===== src/rtl/uart_adc_pkg.sv =====
// Shared definitions for the UART-controlled ADC sample streamer.
// Holds the command byte codes, the ADC sample width, the TX frame length,
// the TX sequencer state type and the helper that builds the frame's
// middle byte.
package uart_adc_pkg;

  localparam int ADC_W     = 12;
  localparam int FRAME_LEN = 3;

  localparam logic [7:0] CMD_START = 8'h53;  // 'S'
  localparam logic [7:0] CMD_STOP  = 8'h50;  // 'P'
  localparam logic [7:0] CMD_DEC   = 8'h44;  // 'D'

  typedef enum logic [1:0] {
    TX_IDLE = 2'd0,
    TX_HDR  = 2'd1,
    TX_HI   = 2'd2,
    TX_LO   = 2'd3
  } tx_state_e;

  // Middle frame byte: sequence number in the upper nibble, sample MSBs below.
  function automatic logic [7:0] frame_hi_byte(input logic [3:0]       seq,
                                               input logic [ADC_W-1:0] sample);
    return {seq, sample[ADC_W-1:8]};
  endfunction

endpackage


===== src/rtl/uart_adc_cmd_rx.sv =====
// RX command parser.
// Ports:
//   clk, reset           - clock and synchronous active-high reset
//   rx_data/valid/error  - incoming UART byte stream
//   rx_ready             - byte accepted (1 outside reset)
//   streaming            - streaming enable set by 'S', cleared by 'P'
//   dec                  - decimation value captured after 'D'
//   err_cnt              - saturating count of errored bytes
//   cmd_start/cmd_stop   - strobes in the acceptance cycle of 'S' / 'P'
//   dec_load             - strobe in the acceptance cycle of a new decimation value
module uart_adc_cmd_rx
  import uart_adc_pkg::*;
#(
  parameter int ERR_W = 8
) (
  input  logic             clk,
  input  logic             reset,
  input  logic [7:0]       rx_data,
  input  logic             rx_valid,
  input  logic             rx_error,
  output logic             rx_ready,
  output logic             streaming,
  output logic [7:0]       dec,
  output logic [ERR_W-1:0] err_cnt,
  output logic             cmd_start,
  output logic             cmd_stop,
  output logic             dec_load
);

  logic             rx_ready_r;
  logic             streaming_r;
  logic [7:0]       dec_r;
  logic [ERR_W-1:0] err_cnt_r;
  logic             await_arg_r;

  logic accept_s;
  logic good_s;
  logic bad_s;
  logic dec_arm_s;

  assign accept_s = rx_valid & rx_ready_r;
  assign good_s   = accept_s & ~rx_error;
  assign bad_s    = accept_s & rx_error;

  // Decode an error-free accepted byte; errored bytes never reach the parser.
  always_comb begin
    cmd_start = 1'b0;
    cmd_stop  = 1'b0;
    dec_load  = 1'b0;
    dec_arm_s = 1'b0;
    if (good_s) begin
      if (await_arg_r) begin
        dec_load = 1'b1;
      end else begin
        case (rx_data)
          CMD_START: cmd_start = 1'b1;
          CMD_STOP:  cmd_stop  = 1'b1;
          CMD_DEC:   dec_arm_s = 1'b1;
          default:   dec_arm_s = 1'b0;
        endcase
      end
    end else begin
      dec_arm_s = 1'b0;
    end
  end

  // Parser state, streaming enable, decimation value and error counter.
  always_ff @(posedge clk) begin
    if (reset) begin
      rx_ready_r  <= 1'b0;
      streaming_r <= 1'b0;
      dec_r       <= 8'h00;
      err_cnt_r   <= {ERR_W{1'b0}};
      await_arg_r <= 1'b0;
    end else begin
      rx_ready_r <= 1'b1;
      if (bad_s && (err_cnt_r != {ERR_W{1'b1}})) begin
        err_cnt_r <= err_cnt_r + {{(ERR_W-1){1'b0}}, 1'b1};
      end
      if (dec_load) begin
        dec_r       <= rx_data;
        await_arg_r <= 1'b0;
      end
      if (dec_arm_s) begin
        await_arg_r <= 1'b1;
      end
      if (cmd_start) begin
        streaming_r <= 1'b1;
      end
      if (cmd_stop) begin
        streaming_r <= 1'b0;
      end
    end
  end

  assign rx_ready  = rx_ready_r;
  assign streaming = streaming_r;
  assign dec       = dec_r;
  assign err_cnt   = err_cnt_r;

endmodule


===== src/rtl/uart_adc_ctrl.sv =====
// UART-controlled ADC sample streamer.
// Commands arrive on the RX stream ('S' start, 'P' stop, 'D' <n> decimate).
// While streaming, one of every DEC+1 ADC samples is kept in a one-entry
// holding register and sent on the TX stream as HDR_BYTE, {seq, msb}, lsb.
// Ports:
//   clk_clk, reset_reset               - clock, synchronous active-high reset
//   rx_data/valid/error, rx_ready      - from_uart stream
//   tx_data/valid/error, tx_ready      - to_uart stream
//   adc_data, adc_valid                - ADC samples
//   streaming, overrun, err_cnt        - status
module uart_adc_ctrl
  import uart_adc_pkg::*;
#(
  parameter logic [7:0] HDR_BYTE = 8'hA5,
  parameter int         ERR_W    = 8
) (
  input  logic             clk_clk,
  input  logic             reset_reset,
  input  logic [7:0]       rx_data,
  input  logic             rx_valid,
  input  logic             rx_error,
  output logic             rx_ready,
  output logic [7:0]       tx_data,
  output logic             tx_valid,
  output logic             tx_error,
  input  logic             tx_ready,
  input  logic [ADC_W-1:0] adc_data,
  input  logic             adc_valid,
  output logic             streaming,
  output logic             overrun,
  output logic [ERR_W-1:0] err_cnt
);

  logic       streaming_s;
  logic [7:0] dec_s;
  logic       cmd_start_s;
  logic       cmd_stop_s;
  logic       dec_load_s;

  uart_adc_cmd_rx #(
    .ERR_W(ERR_W)
  ) u_cmd_rx (
    .clk      (clk_clk),
    .reset    (reset_reset),
    .rx_data  (rx_data),
    .rx_valid (rx_valid),
    .rx_error (rx_error),
    .rx_ready (rx_ready),
    .streaming(streaming_s),
    .dec      (dec_s),
    .err_cnt  (err_cnt),
    .cmd_start(cmd_start_s),
    .cmd_stop (cmd_stop_s),
    .dec_load (dec_load_s)
  );

  tx_state_e        state_r;
  tx_state_e        state_nxt_s;
  logic             load_s;
  logic             hs_s;
  logic             keep_s;
  logic [7:0]       tx_byte_s;
  logic [7:0]       dcnt_r;
  logic             hold_full_r;
  logic [ADC_W-1:0] hold_data_r;
  logic [7:0]       frame_hi_r;
  logic [7:0]       frame_lo_r;
  logic [3:0]       seq_r;
  logic             overrun_r;
  logic             tx_valid_r;
  logic [7:0]       tx_data_r;

  assign hs_s   = tx_valid_r & tx_ready;
  assign keep_s = adc_valid & streaming_s & (dcnt_r == 8'd0);

  // TX sequencer next state; a load moves the held sample into the frame.
  always_comb begin
    state_nxt_s = state_r;
    load_s      = 1'b0;
    case (state_r)
      TX_IDLE: begin
        if (hold_full_r) begin
          state_nxt_s = TX_HDR;
          load_s      = 1'b1;
        end else begin
          state_nxt_s = TX_IDLE;
        end
      end
      TX_HDR: begin
        if (hs_s) state_nxt_s = TX_HI;
        else      state_nxt_s = TX_HDR;
      end
      TX_HI: begin
        if (hs_s) state_nxt_s = TX_LO;
        else      state_nxt_s = TX_HI;
      end
      TX_LO: begin
        if (hs_s && hold_full_r) begin
          state_nxt_s = TX_HDR;
          load_s      = 1'b1;
        end else if (hs_s) begin
          state_nxt_s = TX_IDLE;
        end else begin
          state_nxt_s = TX_LO;
        end
      end
      default: state_nxt_s = TX_IDLE;
    endcase
  end

  // Byte presented in the next state; frame bytes are loaded before HI/LO.
  always_comb begin
    tx_byte_s = 8'h00;
    case (state_nxt_s)
      TX_HDR:  tx_byte_s = HDR_BYTE;
      TX_HI:   tx_byte_s = frame_hi_r;
      TX_LO:   tx_byte_s = frame_lo_r;
      default: tx_byte_s = 8'h00;
    endcase
  end

  // TX state, registered TX outputs, frame shift register and sequence number.
  always_ff @(posedge clk_clk) begin
    if (reset_reset) begin
      state_r    <= TX_IDLE;
      tx_valid_r <= 1'b0;
      tx_data_r  <= 8'h00;
      frame_hi_r <= 8'h00;
      frame_lo_r <= 8'h00;
      seq_r      <= 4'd0;
    end else begin
      state_r    <= state_nxt_s;
      tx_valid_r <= (state_nxt_s != TX_IDLE);
      tx_data_r  <= tx_byte_s;
      if (load_s) begin
        frame_hi_r <= frame_hi_byte(seq_r, hold_data_r);
        frame_lo_r <= hold_data_r[7:0];
        seq_r      <= seq_r + 4'd1;
      end
    end
  end

  // Decimation counter, holding register and sticky overrun flag.
  // A load in the same cycle as a kept sample frees the slot for it.
  always_ff @(posedge clk_clk) begin
    if (reset_reset) begin
      dcnt_r      <= 8'd0;
      hold_full_r <= 1'b0;
      hold_data_r <= {ADC_W{1'b0}};
      overrun_r   <= 1'b0;
    end else begin
      if (dec_load_s) begin
        dcnt_r <= 8'd0;
      end else if (adc_valid) begin
        dcnt_r <= (dcnt_r == dec_s) ? 8'd0 : dcnt_r + 8'd1;
      end
      if (cmd_stop_s) begin
        hold_full_r <= 1'b0;
      end else if (keep_s && (!hold_full_r || load_s)) begin
        hold_data_r <= adc_data;
        hold_full_r <= 1'b1;
      end else if (load_s) begin
        hold_full_r <= 1'b0;
      end
      if (cmd_start_s) begin
        overrun_r <= 1'b0;
      end else if (keep_s && hold_full_r && !load_s) begin
        overrun_r <= 1'b1;
      end
    end
  end

  assign tx_valid  = tx_valid_r;
  assign tx_data   = tx_data_r;
  assign tx_error  = 1'b0;
  assign streaming = streaming_s;
  assign overrun   = overrun_r;

endmodule

===== config.mk =====
export PLATFORM = sky130hd
export DESIGN_NAME = uart_adc_ctrl
export DESIGN_NICKNAME = d
export VERILOG_FILES = /design/src/rtl/uart_adc_pkg.sv /design/src/rtl/uart_adc_cmd_rx.sv /design/src/rtl/uart_adc_ctrl.sv
export SDC_FILE = /design/constraint.sdc
export NUM_CORES = 1
export LEC_CHECK = 0
export BUFFER_PORTS_ARGS = -buffer_cell sky130_fd_sc_hd__buf_2
export CAP_MARGIN = 25
export CORE_MARGIN = 3
export CORE_UTILIZATION = 51
export CTS_BUF_LIST = sky130_fd_sc_hd__clkbuf_8 sky130_fd_sc_hd__clkbuf_16
export DETAILED_ROUTE_END_ITERATION = 16
export GPL_ROUTABILITY_DRIVEN = 1
export PLACE_DENSITY = 0.75
export SYNTH_ARGS = -nofsm -noshare
export SYNTH_HDL_FRONTEND = slang
export SYNTH_SLANG_ARGS = --single-unit

===== constraint.sdc =====
create_clock -name clk_clk -period 2 [get_ports clk_clk]
set_clock_uncertainty 0.05 [all_clocks]
set_input_delay 0.1 -clock clk_clk [delete_from_list [all_inputs] [get_ports clk_clk]]
set_output_delay 0.1 -clock clk_clk [all_outputs]
set_load 0.03 [all_outputs]

==> impl_metrics.py <==
metrics = {
    "detailed_routing": {
        "wl_per_cell_um": 13.80,
        "drt_iter0_drc": 136,
        "wirelength_um": 7192,
        "ant_nets": 0,
        "detailroute.via_count": 2855,
        "drc": 0,
        "routed_via_density": 5.480,
        "first_pass_iters": 4,
    },
    "sta": {
        "finalHoldViolations": 0,
        "final_max_slew_viol_count": 0,
        "slew_headroom": 0.6649,
        "fin_tns_setup_ns": 0,
        "rsz0062_at_grt": "no",
        "max_freq_ghz": 0.5168,
        "fin_crit_ns": 1.935,
        "setup-violations-final": 0,
        "worst_pin_slew_ns": 0.5027,
        "finalHoldWorstSlack_ns": 0.01723,
        "finalCritPeriodShare": 0.9674,
    },
    "clocking": {
        "cts_buffers": 9,
        "root_buffer": "clkbuf_8",
        "htree_levels": 3,
        "clockBufferDepth": 2,
        "cts_tree": "built",
        "clock_latency_ns": 0.34,
        "cts_setup_buffers": 0,
        "clk_pin_slew_ns": 0.07,
        "cts.sinks": 72,
    },
    "floorplan": {
        "initial_core_util": 0.5321,
        "dieHeight_um": 84.83,
        "core_um2": 5956,
        "rows": 28,
        "ioPinCount": 47,
        "dieWidth_um": 84.83,
        "dieArea_um2": 7196,
    },
    "finish": {
        "area_growth_pct": 22.58,
        "drive_gt1_frac": 0.1839,
        "diodes": 0,
        "fillerInstances": 532,
        "nets": 476,
        "final_cells": 521,
    },
    "hold_path": {
        "hold_path_depth": 2,
        "hp-class": "in2reg",
        "min-delay-start": "reset_reset",
        "hold_path_end": "u_cmd_rx.err_cnt[2]",
    },
    "logic_synthesis": {
        "ys.flop_type": "dfxtp_1",
        "synth.area.top_cells": "dfxtp_1 (45%), nand2_1 (8.1%), a21oi_1 (7.7%)",
        "synth_top_area_frac": 0.4548,
        "synth_area_per_cell_um2": 8.543,
        "syn_area_um2": 3169,
        "yosys.area_share.xor_xnor": 0.05803,
        "synth_area_leader_cell": "dfxtp_1",
        "synth_seq_area_share": 0.4548,
        "yosys.area_share.simple": 0.2329,
        "postSynth.asyncResetShare": 0,
        "synth.most_common_cell": "dfxtp_1",
        "synth_mux_area_frac": 0.009870,
        "yosysUniqueCellTypes": 53,
        "synth_edf_count": 0,
        "yosysWarnings": 0,
        "syn_inst": 371,
        "synth_nets": 406,
        "synth_compound_area_frac": 0.1717,
        "synth_top_family_by_area": "simple AND/OR/NAND/NOR gates",
        "ys_ff_latch": 72,
        "synthTopCellsByCount": "dfxtp_1 (72), nand2_1 (68), a21oi_1 (49), nor2_1 (26), nand4_1 (16)",
        "synthAdderAreaFrac": 0.03553,
    },
    "placed_design": {
        "io_buffer_count": 45,
        "dp.cells": 485,
        "gp_congestion": 0.8794,
        "dp_hpwl_um": 4889,
    },
    "worst_setup_path": {
        "r2r_start": "dcnt_r[0]",
        "arrival_ns": 2.09,
        "endpoint_kind": "flip-flop",
        "critPathRequiredTime_ns": 2.16,
        "start_kind": "input pin",
        "critPathKind": "in2reg",
        "timing.rr.end": "hold_data_r[10]",
        "crit_fanout": 12,
        "r2r_cells": 7,
        "r2r_slack_ns": 0.19,
    },
    "power": {
        "ir_drop_mv": 0.3922,
        "power_density_nw_per_um2": 679.5,
        "p_leak_nw": 1.475,
        "power.total_w": 0.002640,
    },
    "global_routing": {
        "overflow": 0,
        "grt_max_degree": 50,
        "grt.total_usage": 0.2121,
        "grt_pass1_wl_um": 12380,
        "grt_pass1_vias": 2680,
        "antenna_found_initial": 0,
    },
    "run_status": {
        "status": "finished clean",
    },
    "run": {
        "max-cap-violations": 0,
    },
}
-- worst max-delay path, cell delays in order --
cell	delay (ns)
dlygate4sd3_1	0.53
buf_2	0.13
or4b_4	0.58
or4_4	0.53
nand4_1	0.14
a21oi_1	0.07
-- routing by layer --
layer | track usage | vias up | wire, µm
met4 | 0.08489 | 0 | 124
met1 | 0.2870 | 1313 | 3405
met5 | 0 | - | 0
met2 | 0.3345 | 76 | 3369
met3 | 0.04175 | 12 | 293
li1 | - | 1454 | -
-- power breakdown --
part | internal (W) | switching, W
Clock | 0.000541 | 0.000515
Combinational | 0.0000673 | 0.0000709
Sequential | 0.00144 | 0.00000699
-- cell usage in the layout, fill, tap and decap left out, types with 3 or more instances in the layout --
cell,count
nand3_1,10
xnor2_1,14
buf_2,45
buf_4,13
o32ai_1,4
o31ai_1,14
a21oi_1,49
and3_1,3
nor2_1,26
xor2_1,7
o21ai_0,8
clkbuf_8,12
dfxtp_1,72
dlygate4sd3_1,20
inv_1,8
nand2_1,68
ha_1,9
nand4_1,16
-- cells by family after synthesis --
| logic type | Yosys count |
|---|---|
| other | 1 |
| AOI/OAI and AO/OA | 90 |
| xor gates and xnor gates | 21 |
| buffers and inverters | 26 |
| muxes | 3 |
| adders and majority gates | 9 |
| and+or+nand+nor | 149 |
| DFF | 72 |
-- metrics by stage --
stage | util | setup WS, ns | instance area (µm²)
floorplan | - | 0.08076 | 3169
finish | 0.6523 | 0.06513 | 3885
detailed placement | 0.5874 | 0.1828 | 3498
CTS | 0.6521 | 0.04094 | 3884
global route | 0.6523 | 0.01269 | 3885
global placement | 0.5874 | 0.2175 | 3498
-- what timing repair did --
action	CTS	global route
hold buffers	20	0
endpoints found under the hold margin	21	0
gates resized for setup	0	1
endpoints found under the setup margin	0	13
-- final cells by class --
class,instances,area (µm²),area share
well taps,75,93.84,0.02415
clock buffers,12,165.2,0.04251
repair buffers,78,523.0,0.1346
multi-input cells,273,1615,0.4158
clock inverters,4,20.02,0.005153
inverters,7,26.28,0.006763
flip-flops and latches,72,1441,0.3710
-- state kept, by name, summed over array words and instances (netlist names) --
register and count:
hold_data_r 12, dcnt_r 8, frame_hi_r 8, frame_lo_r 8, tx_data 8, u_cmd_rx.dec 8
u_cmd_rx.err_cnt 8, seq_r 4, state_r 2, hold_full_r 1, overrun 1, tx_valid 1
u_cmd_rx.await_arg_r 1, u_cmd_rx.rx_ready 1, u_cmd_rx.streaming 1
-- worst max path at each step --
stage | cells past startpoint | slack, ns | end | from
finish | 6 | 0.07 | hold_data_r[5] | rx_data[3]
global route | 7 | 0.01 | hold_data_r[3] | dcnt_r[0]
CTS | 6 | 0.04 | hold_data_r[3] | rx_data[3]
detailed placement | 7 | 0.18 | frame_lo_r[3] | state_r[0]
global placement | 7 | 0.22 | hold_data_r[7] | dcnt_r[0]
floorplan | 5 | 0.08 | u_cmd_rx.err_cnt[7] | u_cmd_rx.err_cnt[0]
Note: power is estimated with default switching activity, not from simulation.
